**config.mk**
```make
export PLATFORM = sky130hd
export DESIGN_NAME = display_mux_ctrl_flat
export DESIGN_NICKNAME = d
export VERILOG_FILES = /design/src/rtl/display_mux_ctrl_pkg.sv /design/src/rtl/display_mux_ctrl_if.sv /design/src/rtl/display_mux_ctrl_bin_to_bcd.sv /design/src/rtl/display_mux_ctrl.sv /design/src/flat_wrapper.sv
export SDC_FILE = /design/constraint.sdc
export NUM_CORES = 1
export LEC_CHECK = 0
export ABC_AREA = 0
export CAP_MARGIN = 25
export CELL_PAD_IN_SITES_DETAIL_PLACEMENT = 0
export CELL_PAD_IN_SITES_GLOBAL_PLACEMENT = 1
export CORE_MARGIN = 8
export CORE_UTILIZATION = 24
export CTS_CLUSTER_DIAMETER = 150
export DETAILED_ROUTE_END_ITERATION = 12
export HOLD_SLACK_MARGIN = 0.06
export PLACE_DENSITY = 0.53
export SYNTH_ARGS = -nofsm -noshare
export SYNTH_HDL_FRONTEND = slang
export SYNTH_SLANG_ARGS = --single-unit
```
**constraint.sdc**
```tcl
create_clock -name clk -period 3.7 [get_ports clk]
set_input_delay 0.74 -clock clk [delete_from_list [all_inputs] [get_ports clk]]
set_output_delay 0.74 -clock clk [all_outputs]
set_load 0.1 [all_outputs]
```
**src/rtl/display_mux_ctrl_pkg.sv**
```systemverilog
// Shared types and constants for the 0-19 amount display scan controller.
// Holds the FSM state encoding, digit enable codes and saturation limit.
package display_mux_ctrl_pkg;

    typedef enum logic [1:0] {
        S_ONES    = 2'd0,
        S_BLANK_O = 2'd1,
        S_TENS    = 2'd2,
        S_BLANK_T = 2'd3
    } state_t;

    localparam logic [1:0] DIG_NONE = 2'b00;
    localparam logic [1:0] DIG_ONES = 2'b01;
    localparam logic [1:0] DIG_TENS = 2'b10;

    localparam logic [4:0] AMOUNT_MAX = 5'd19;

endpackage

```
**src/rtl/display_mux_ctrl_if.sv**
```systemverilog
// Valid/ready amount channel into the display scan controller.
// master drives amount/in_valid, slave returns in_ready.
interface display_mux_ctrl_if;

    logic       in_valid;
    logic       in_ready;
    logic [4:0] amount;

    modport master (
        output in_valid,
        output amount,
        input  in_ready
    );

    modport slave (
        input  in_valid,
        input  amount,
        output in_ready
    );

endinterface

```
**src/rtl/display_mux_ctrl_bin_to_bcd.sv**
```systemverilog
// Combinational 5-bit binary to two-digit BCD for the range 0-19.
// Inputs above 19 saturate to 19 and raise ovf.
module bin_to_bcd_19
    import display_mux_ctrl_pkg::*;
(
    input  logic [4:0] bin,
    output logic [4:0] sat,
    output logic       tens,
    output logic [3:0] ones,
    output logic       ovf
);

    assign ovf  = (bin > AMOUNT_MAX);
    assign sat  = ovf ? AMOUNT_MAX : bin;
    assign tens = (sat >= 5'd10);
    // 10..19 have low nibble A..F,0..3; adding 6 mod 16 yields 0..9
    assign ones = tens ? (sat[3:0] + 4'd6) : sat[3:0];

endmodule

```
**src/rtl/display_mux_ctrl.sv**
```systemverilog
// Two-digit scan controller sharing one 7-segment decoder; new amounts apply at frame ends.
// Define DISPLAY_MUX_LEADING_ZERO_BLANK_EN to keep the tens digit dark when it is 0.
module display_mux_ctrl
    import display_mux_ctrl_pkg::*;
#(
    parameter int REFRESH_DIV  = 1000,
    parameter int BLANK_CYCLES = 4
) (
    input  logic              clk,
    input  logic              rst_n,
    display_mux_ctrl_if.slave in_if,
    output logic [3:0]        bcd_data,
    output logic [1:0]        digit_en,
    output logic              overflow
);

    localparam int MAX_LIM = (REFRESH_DIV > BLANK_CYCLES) ? REFRESH_DIV : BLANK_CYCLES;
    localparam int PW      = (MAX_LIM > 1) ? $clog2(MAX_LIM) : 1;

    localparam logic [PW-1:0] REF_LAST = PW'(REFRESH_DIV - 1);
    localparam logic [PW-1:0] BLK_LAST = PW'(BLANK_CYCLES - 1);

    state_t        state_q, state_d;
    logic [PW-1:0] phase_q, phase_d;
    logic          last;

    logic [4:0] shown_q, shown_d;
    logic [4:0] pending_q;
    logic       pending_ovf_q;
    logic       pending_full_q;
    logic       overflow_d;

    logic       take;
    logic       load;

    logic [4:0] in_sat;
    logic       in_ovf;
    logic       unused_in_tens;
    logic [3:0] unused_in_ones;

    logic [4:0] unused_disp_sat;
    logic       unused_disp_ovf;
    logic       disp_tens;
    logic [3:0] disp_ones;

    logic       tens_en;
    logic [1:0] digit_en_d;
    logic [3:0] bcd_d;

    bin_to_bcd_19 u_in_cvt (
        .bin  (in_if.amount),
        .sat  (in_sat),
        .tens (unused_in_tens),
        .ones (unused_in_ones),
        .ovf  (in_ovf)
    );

    // Converts the value that will be on display next cycle
    bin_to_bcd_19 u_disp_cvt (
        .bin  (shown_d),
        .sat  (unused_disp_sat),
        .tens (disp_tens),
        .ones (disp_ones),
        .ovf  (unused_disp_ovf)
    );

`ifdef DISPLAY_MUX_LEADING_ZERO_BLANK_EN
    assign tens_en = disp_tens;
`else
    assign tens_en = 1'b1;
`endif

    assign in_if.in_ready = !pending_full_q;
    assign take           = in_if.in_valid && !pending_full_q;

    always_comb begin
        state_d = state_q;
        phase_d = phase_q + PW'(1);
        last    = 1'b0;
        unique case (state_q)
            S_ONES: begin
                last = (phase_q == REF_LAST);
                if (last) state_d = S_BLANK_O;
            end
            S_BLANK_O: begin
                last = (phase_q == BLK_LAST);
                if (last) state_d = S_TENS;
            end
            S_TENS: begin
                last = (phase_q == REF_LAST);
                if (last) state_d = S_BLANK_T;
            end
            S_BLANK_T: begin
                last = (phase_q == BLK_LAST);
                if (last) state_d = S_ONES;
            end
            default: state_d = S_ONES;
        endcase
        if (last) phase_d = '0;
    end

    // pending_full blocks take, so load and take are never both set
    assign load       = (state_q == S_BLANK_T) && last && pending_full_q;
    assign shown_d    = load ? pending_q : shown_q;
    assign overflow_d = load ? pending_ovf_q : overflow;

    always_comb begin
        digit_en_d = DIG_NONE;
        bcd_d      = bcd_data;
        unique case (state_d)
            S_ONES: begin
                digit_en_d = DIG_ONES;
                bcd_d      = disp_ones;
            end
            S_TENS: begin
                digit_en_d = tens_en ? DIG_TENS : DIG_NONE;
                bcd_d      = {3'b000, disp_tens};
            end
            default: ;
        endcase
    end

    always_ff @(posedge clk or negedge rst_n) begin
        if (!rst_n) begin
            state_q <= S_ONES;
            phase_q <= '0;
        end else begin
            state_q <= state_d;
            phase_q <= phase_d;
        end
    end

    always_ff @(posedge clk or negedge rst_n) begin
        if (!rst_n) begin
            pending_q      <= '0;
            pending_ovf_q  <= 1'b0;
            pending_full_q <= 1'b0;
        end else if (take) begin
            pending_q      <= in_sat;
            pending_ovf_q  <= in_ovf;
            pending_full_q <= 1'b1;
        end else if (load) begin
            pending_full_q <= 1'b0;
        end
    end

    always_ff @(posedge clk or negedge rst_n) begin
        if (!rst_n) begin
            shown_q  <= '0;
            overflow <= 1'b0;
            digit_en <= DIG_ONES;
            bcd_data <= 4'd0;
        end else begin
            shown_q  <= shown_d;
            overflow <= overflow_d;
            digit_en <= digit_en_d;
            bcd_data <= bcd_d;
        end
    end

endmodule

```
**src/flat_wrapper.sv**
```systemverilog
// flat-port wrapper written by rule: the top's interface ports become plain ports
module display_mux_ctrl_flat import display_mux_ctrl_pkg::*;
#(
    parameter int REFRESH_DIV  = 1000,
    parameter int BLANK_CYCLES = 4
)
  (clk, rst_n, bcd_data, digit_en, overflow, in_if_in_valid, in_if_amount, in_if_in_ready);
  display_mux_ctrl_if in_if_i ();
  input  logic clk;
  input  logic rst_n;
  output logic [3:0] bcd_data;
  output logic [1:0] digit_en;
  output logic overflow;
  input wire logic [$bits(in_if_i.in_valid)-1:0] in_if_in_valid;
  input wire logic [$bits(in_if_i.amount)-1:0] in_if_amount;
  output wire logic [$bits(in_if_i.in_ready)-1:0] in_if_in_ready;
  assign in_if_i.in_valid = in_if_in_valid;
  assign in_if_i.amount = in_if_amount;
  assign in_if_in_ready = in_if_i.in_ready;
  display_mux_ctrl #(.REFRESH_DIV(REFRESH_DIV), .BLANK_CYCLES(BLANK_CYCLES)) u_core (.clk(clk), .rst_n(rst_n), .in_if(in_if_i), .bcd_data(bcd_data), .digit_en(digit_en), .overflow(overflow));
endmodule
```
# After elaboration in Yosys (flattened, before gate mapping)
# Cells that the tools add are included.
# totals
reg_bits	31
elab_cells	45
input_bits	8
out_inout_bits	8
# op_classes
n_reduce_logical	10
eq_ne	6
add_sub_neg	2
magnitude_cmp	3
mux	15
# ops
op	n
$mux W5	3
$add A10 B1 Y10 const B	1
$eq A10 B10 Y1 const B	1
$eq A10 B2 Y1 const B	1
$gt A5 B5 Y1 const B	2
$mux W10	1
$mux W2	4
$pmux W2 S4	1
$pmux W4 S2	1
$eq A2 B2 Y1 const B	3
$ge A5 B4 Y1 const B	1
$add A4 B3 Y4 const B	1
$logic_not A2 Y1	2
$mux W4	1
$pmux W2 S2	1
$reduce_bool A2 Y1	2
$reduce_or A2 Y1	2
$logic_and A1 B1 Y1	3
$eq A2 B1 Y1 const B	1
$mux W1	2
$pmux W1 S2	1
$logic_not A1 Y1	1

# Longest topological paths before layout
# Gate-level depths: netlist of the first run.
# logic_depth
ltp_word	11
mapped_depth	13
mapped_depth_nobuf	12

# Cells and area by module
# A second synthesis of the first run with hierarchy kept.
# hier_totals
cells_unflattened	154
hier_area_um2	1682.9
# by_module_without_submodules
mod	n_inst	seq_area_each_um2	cells_per_inst	area_per_inst_um2
display_mux_ctrl	1	777.0	108	1357.6
bin_to_bcd_19	2	0.0	23	162.7

# Worst setup path before layout of the first run
# Ideal clock, no wire load.
# synth_timing
path_kind	register to register
start	register u_core.phase_q[0]
end	register u_core.bcd_data[2]
required_time_ns	3.577
stages_incl_launch_ff	14
slack_ns	0.976
t_arrival_ns	2.602
path_buffers	1
period_less_slack_ns	2.724
cell_sequence	dfrtp_1 > ha_1 > nor3b_2 > nand4_1 > buf_4 > mux2i_1 > inv_1 > nor2_1 > ha_1 > nor2b_1 > a311oi_1 > mux2i_2 > or2_1 > a32o_1
# synth_between
elab_chain_len	10
word_cells_on_any_way	20
classes_between	1 x add/sub; 2 x order compare; 3 x eq/ne; 10 x mux; 4 x reduce/logical
# synth_lines
element	line_no	text
start, declared	display_mux_ctrl.sv:24	logic [PW-1:0] phase_q, phase_d;
start signal, assigned	display_mux_ctrl.sv:129	phase_q <= phase_d;
$eq A10 B2 Y1 or $eq A10 B10 Y1 (tied branches)	-	
$pmux W1 S2 *	display_mux_ctrl.sv:80	unique case (state_q)
$logic_and A1 B1 Y1 * (2 in series)	display_mux_ctrl.sv:103	assign load = (state_q == S_BLANK_T) && last && pending_full_q;
$mux W5 *	display_mux_ctrl.sv:104	assign shown_d = load ? pending_q : shown_q;
net u_core.shown_d[1]	display_mux_ctrl.sv:27	logic [4:0] shown_q, shown_d;
$gt A5 B5 Y1	display_mux_ctrl_bin_to_bcd.sv:13	assign ovf = (bin > AMOUNT_MAX);
$mux W5 *	display_mux_ctrl_bin_to_bcd.sv:14	assign sat = ovf ? AMOUNT_MAX : bin;
$add A4 B3 Y4 or $ge A5 B4 Y1 (tied branches)	display_mux_ctrl_bin_to_bcd.sv:17, display_mux_ctrl_bin_to_bcd.sv:15	
$mux W4 *	display_mux_ctrl_bin_to_bcd.sv:17	assign ones = tens ? (sat[3:0] + 4'd6) : sat[3:0];
$pmux W4 S2 *	display_mux_ctrl.sv:110	unique case (state_d)
end signal, assigned	display_mux_ctrl.sv:152	bcd_data <= 4'd0;
end signal, assigned	display_mux_ctrl.sv:157	bcd_data <= bcd_d;
end, declared	display_mux_ctrl.sv:12	output logic [3:0] bcd_data,
# The timed path passes the listed nets; every way through them passes the cells marked *.
# A chain may end at the register's enable or synchronous reset.

# Final worst setup path of the first run
# Ends and elaborated chain as after synthesis.

==> results of run 1 <==
area by class of cell:
class / instances / area, um2
sequential: 31 / 777
inverter: 7 / 26.3
fill: 635 / 4090
multi-input combinational: 100 / 682
clock buffer: 6 / 82.6
clock inverter: 2 / 35.0
timing repair buffer: 17 / 165
tap: 75 / 93.8
sequential cells by signal, summed over array words and instances, names as in the netlist:
| signal | flops |
|---|---|
| u_core.pending_q | 5 |
| u_core.pending_full_q | 1 |
| u_core.bcd_data | 4 |
| u_core.state_q | 2 |
| u_core.shown_q | 5 |
| u_core.overflow | 1 |
| u_core.phase_q | 10 |
| u_core.pending_ovf_q | 1 |
| u_core.digit_en | 2 |
critical path: stages, from the launching register on:
cell and delay, ns:
dfrtp_1 0.41, ha_1 0.24, nor3b_2 0.18, nand4_1 0.08
buf_4 0.22, mux2i_1 0.26, inv_1 0.10, nor2_1 0.12
ha_1 0.24, nor2b_1 0.07, a311oi_1 0.30, mux2i_2 0.15
or2_1 0.23, a32o_1 0.25
worst min-delay path by stage:
stage	startpoint	endpoint	slack, ns	cells past startpoint
detailed placement	u_core.bcd_data[0]$_DFFE_PN0P_	u_core.bcd_data[0]$_DFFE_PN0P_	0.47	2
CTS	u_core.phase_q[0]$_DFF_PN0_	u_core.phase_q[0]$_DFF_PN0_	0.49	1
finish	u_core.bcd_data[0]$_DFFE_PN0P_	u_core.bcd_data[0]$_DFFE_PN0P_	0.48	2
global placement	u_core.phase_q[0]$_DFF_PN0_	u_core.phase_q[0]$_DFF_PN0_	0.46	1
floorplan	rst_n	u_core.bcd_data[0]$_DFFE_PN0P_	0.44	0
global route	u_core.phase_q[0]$_DFF_PN0_	u_core.phase_q[0]$_DFF_PN0_	0.51	1
power breakdown:
| part | switching, mW | internal, mW |
|---|---|---|
| registers | 0.00902 | 0.346 |
| logic | 0.0139 | 0.0154 |
| clock network | 0.128 | 0.218 |
Yosys cell counts, drive strengths merged, types with 3 or more instances:
cell | instances | area, um2
dfrtp | 30 | 751
nor2 | 16 | 60.1
nand2 | 12 | 45.0
mux2i | 10 | 104
o21ai | 9 | 45.0
inv | 7 | 26.3
mux2 | 6 | 71.3
nand3 | 5 | 25.0
xor2 | 5 | 43.8
nor2b | 4 | 25.0
nor3b | 4 | 35.0
xnor2 | 3 | 26.3
cell families after synthesis:
group,count (synthesis),synth area share
multiplexers,16,0.117
adder cells (fa/ha/maj),2,0.0168
flip-flops,31,0.521
buffers and inverters,8,0.0226
AND/OR/NAND/NOR,54,0.187
XOR/XNOR,8,0.0469
AO/OA/AOI/OAI,20,0.0889
layer usage:
| metal | GRT usage | routed length, um | vias to the layer above |
|---|---|---|---|
| met4 | 0.0429 | 76 | 0 |
| met3 | 0.0294 | 161 | 6 |
| met5 | 0 | 0 | - |
| met1 | 0.0974 | 1490 | 517 |
| met2 | 0.106 | 1310 | 18 |
| li1 | - | - | 530 |
==> results.md, run 1 <==
- RSZ-0062 raised after global routing: false
- Root buffer cell: clkbuf_8
- Register area share after synthesis: 0.521
- Final Util: 0.313
- Setup crit start kind: flop
- # rows: 28
- IO Port Bufs: 15
- Max_cap viols: 0
- PwrDens: 392 nW/um2
- Synth warnings: 0
- Hold Buf Count CTS: 0
- Status: complete, no violations
- Mean Syn Cell Area: between 10 and 15 um2
- # clock sinks: 31
- Die W: approximately 95 um
- Min Hold Slack: around 0.48 ns
- Initial Util: 0.251
- Final Hold Fails: 0
- CTS H-tree depth: 2
- Critical R2R Launch: u_core.phase_q[0]$_DFF_PN0_
- Antenna violations before repair: 0
- Arrival time worst endpoint: 3.14 ns
- Dpl hpwl: about 2200 um
- Fin cells: about 240
- Die ar.: 9000 um2
- Fmax: around 0.34 GHz
- Synthesized flop and latch total: 31
- Reg2reg end: u_core.bcd_data[2]$_DFFE_PN0P_
- Chip Height: around 95 um
- Commonest non-fill, non-tap cells in the layout: 30 x dfrtp_1, 16 x nor2_1, 15 x clkdlybuf4s50_1
- Cell Area, Synth: about 1500 um2
- Total number of vias: about 1.1k
- Area Growth Syn to Fin: 24.7%
- Worst Reg2Reg Path Length in Cells: 13
- Total power: ~0.73 mW
- Largest net degree at the start of global routing: 32
- Via density: 4.50
- Async SR Flop Fraction: 1.00
- Top_reg_cell synth: dfrtp_1
- Placed Area: about 1700 um2
- Core Region: ~6000 um2
- DP Worst Slack: just under 0.8 ns
- Worst slew margin: 0.345
- GRT Total Usage: 0.0759
- Antenna Nets Post-Route: 0
- Hold Path Class: reg -> reg
- Final Instance Area: around 1900 um2
- Avg WL per Cell: around 13 um
- WS Path Type: reg -> reg
- Reg clk slew, reported paths: around 0.07 ns
- Post-cts resize count: 0
- First-pass GRT wire length: approximately 5300 um
- Unique masters post-synth: 36
- Required @ worst endpoint: roughly 3.9 ns
- Routed WL: 3040 um
- Period Utilization, post-route: 0.800
- Placed Instances: 230
- Final setup margin: between 0.7 and 0.8 ns
- Leak pwr: 0.872 nW
- Critical Path Sink: u_core.bcd_data[2]$_DFFE_PN0P_
- Setup crit start: u_core.phase_q[0]$_DFF_PN0_
- Number of clock buffers inserted by TritonCTS: 5
- Worst vdd ir: between 0.1 and 0.15 mV
- Syn Nets: 149
- N_diodes: 0
- CP max FO: 11
- # nets final: 172
- Clock buffer depth: 2
- Crit path capture type: flop
- EDFF count, synth: 0
- Worst Tran Pin Value: 0.979 ns
- Reg2Reg Setup Slack: 0.74 ns
- Setup TNS: 0 ns
- Clock latency on the worst-skew pair: 0.28 ns
- Most common cell after layout, fill and taps aside: dfrtp_1
- Final setup violation count: 0
- GP Congestion: a little under 0.8
- Synthesized instance count: between 100 and 150
- GRT overflow: 0
- Post-CTS Repair Setup Buffers: 0
- IO Pins: 16
- Period minus WS final: slightly below 3 ns
- Number of iterations in the first detailed-routing pass: 4
- Layout cell share with drive strength beyond 1: 0.123
- Initial DRC count: 82
- Vias in the first global route: 1,102
- Drt drc: 0
- CTS tree: built
- Setup Skew: 0.00536 ns
- Max Slew Vio Count: 0
Power figures use the tool's default switching activity.
==> inputs of run 2 (changes only) <==
--- a/config.mk
+++ b/config.mk
@@ -14,7 +14,7 @@
 export CTS_CLUSTER_DIAMETER = 150
 export DETAILED_ROUTE_END_ITERATION = 12
 export HOLD_SLACK_MARGIN = 0.06
-export PLACE_DENSITY = 0.53
+export PLACE_DENSITY = 0.55
 export SYNTH_ARGS = -nofsm -noshare
 export SYNTH_HDL_FRONTEND = slang
 export SYNTH_SLANG_ARGS = --single-unit
==> constraint.sdc (replaced) <==
create_clock -name clk -period 2.39 [get_ports clk]
set_input_delay 0.478 -clock clk [delete_from_list [all_inputs] [get_ports clk]]
set_output_delay 0.478 -clock clk [all_outputs]
set_load 0.1 [all_outputs]
==> run 2 against run 1 <==
  * The run now ends with setup timing left
  * Final cell count is 12% higher
  * Routed wire length is 9.0% higher
  * Cell area is 11% higher
  * Global-route usage is 0.63 points higher
  * Fmax is 14% higher
  * Register-to-register slack worse by 0.95 ns
  * Count of clock-buffer cells in the layout is 1 lower
  * Clock skew is 0.00064 ns higher
  * Largest power group unchanged
==> results.md, run 2 (same netlist as run 1, synthesis figures left out) <==
- Status: finished with violations
- Failing checks: setup timing
- Final Hold Fails: 0
- Largest net degree at the start of global routing: 32
- Period minus WS final: between 2 and 3 ns
- Dpl hpwl: roughly 2400 um
- Logic gate share of total power: 0.048
- Top flop regs: u_core.phase_q (10), u_core.pending_q (5), u_core.shown_q (5)
- Fmax: just under 0.4 GHz
- Period Utilization, post-route: 1.09
- Crit path capture type: flop
- CTS H-tree depth: 2
- Top reg by flops: u_core.phase_q
- IO Pins: 16
- Final setup violation count: 3
- Switching share of power: 0.234
- Area Growth Syn to Fin: 38.9%
- Total number of vias: roughly 1.2k
- Worst vdd ir: about 0.2 mV
- Final Util: 0.348
- Clock power frac: 0.396
- Setup crit start kind: flop
- IO Port Bufs: 15
- GP Congestion: 0.801
- Most common cell after layout, fill and taps aside: buf_4
- Chip Height: around 95 um
- N_diodes: 0
- Internal: 0.760 mW
- Layout cell share with drive strength beyond 1: 0.328
- Arrival time worst endpoint: roughly 2.8 ns
- # nets final: ~200
- Reg power frac: 0.556
- GRT overflow: 0
- Root buffer cell: clkbuf_8
- PwrDens: approximately 480 nW/um2
- Number of clock buffers inserted by TritonCTS: 5
- Worst slew margin: 0.571
- Core Region: approximately 6000 um2
- Hold Buf Count CTS: 0
- Final setup margin: -0.211 ns
- Die ar.: roughly 9000 um2
- Routed WL: 3310 um
- Leak pwr: approximately 1.0 nW
- # rows: 28
- Initial DRC count: 49
- Max_cap viols: 0
- Setup Skew: 0.00600 ns
- Avg WL per Cell: around 12 um
- Required @ worst endpoint: 2.56 ns
- Max reg flops: 10
- Die W: around 95 um
- Number of iterations in the first detailed-routing pass: 4
- Clock buffer depth: 2
- Antenna violations before repair: 0
- WS Path Type: reg -> reg
- Reg clk slew, reported paths: about 0.07 ns
- # fillers: ~620
- Hold Path Class: reg -> reg
- Switch Pwr: 0.232 mW
- Drt drc: 0
- GRT Total Usage: 0.0822
- CP max FO: 4
- Via density: roughly 4.4
- Max Slew Vio Count: 0
- Vias in the first global route: roughly 1.3k
- RSZ-0062 raised after global routing: true
- Clock latency on the worst-skew pair: roughly 0.28 ns
- Worst Tran Pin Value: approximately 0.64 ns
- First-pass GRT wire length: between 5000 and 6000 um
- DP Worst Slack: -0.394 ns
- CTS tree: built
- Antenna Nets Post-Route: 0
- Initial Util: 0.251
- Commonest non-fill, non-tap cells in the layout: 37 x buf_4, 30 x dfrtp_1, 16 x nor2_1
- # clock sinks: 31
==> run 2: layer usage <==
layer / wire length [um] / vias up / GRT usage
met1: 1520 / 545 / 0.0926
li1: - / 588 / -
met2: 1550 / 20 / 0.132
met5: 0 / - / 0
met4: 110 / 0 / 0.0585
met3: 125 / 9 / 0.0222
==> run 2: what timing repair did <==
action | CTS | global route
pin swaps | 6 | 5
setup endpoints to repair | 3 | 3
buffers inserted | 5 | 3
gates resized for setup | 5 | 3
==> run 2: stage by stage <==
step                cells  setup TNS, ns  hold WS [ns]  cell area (um2)  power (mW)
floorplan             139         -0.276         0.182             1510       0.574
global placement      251         -0.776         0.469             1890       0.605
detailed placement    251          -1.02         0.474             1890       0.607
CTS                   264         -0.680         0.488             2040        1.02
global route          267         -0.999         0.514             2070        1.05
finish                267         -0.527         0.483             2070       0.992
==> run 2: worst paths after layout <==
check | from | slack (ns) | cells after the start | end
worst max-delay path | u_core.phase_q[7]$_DFF_PN0_ | -0.21 | 11 | u_core.bcd_data[2]$_DFFE_PN0P_
worst min-delay path | u_core.bcd_data[0]$_DFFE_PN0P_ | 0.48 | 2 | u_core.bcd_data[0]$_DFFE_PN0P_
worst max register to register | u_core.phase_q[7]$_DFF_PN0_ | -0.21 | 11 | u_core.bcd_data[2]$_DFFE_PN0P_
worst min register to register | u_core.bcd_data[0]$_DFFE_PN0P_ | 0.48 | 2 | u_core.bcd_data[0]$_DFFE_PN0P_
max in group asynchronous | rst_n | 1.47 | 2 | u_core.digit_en[0]$_DFF_PN1_
min in group asynchronous | rst_n | 0.59 | 2 | u_core.phase_q[8]$_DFF_PN0_
==> run 2: final cells by class <==
cell class	instances	area, um2	share of cell area
timing repair buffer	46	370	0.179
multi-input combinational	100	722	0.348
clock inverter	3	15.0	0.00724
tap	75	93.8	0.0453
sequential	31	777	0.375
clock buffer	5	68.8	0.0332
inverter	7	26.3	0.0127
==> run 2: critical path, cell delays in order, from the launching register on <==
cell	delay, ns
dfrtp_1	0.39
nor4_2	0.33
nand4_1	0.15
buf_6	0.16
mux2_4	0.31
nand2_1	0.09
ha_2	0.20
nor2b_1	0.06
a311oi_2	0.22
mux2i_2	0.12
or2_1	0.22
a32o_1	0.25
==> run 2: power groups by stage <==
stage	clock network, mW	registers [mW]	logic (mW)
after detailed placement	0	0.560	0.0475
after global placement	0	0.559	0.0465
after floorplan	0	0.555	0.0195
after global routing	0.442	0.554	0.0559
after CTS	0.417	0.551	0.0493
final	0.393	0.552	0.0478
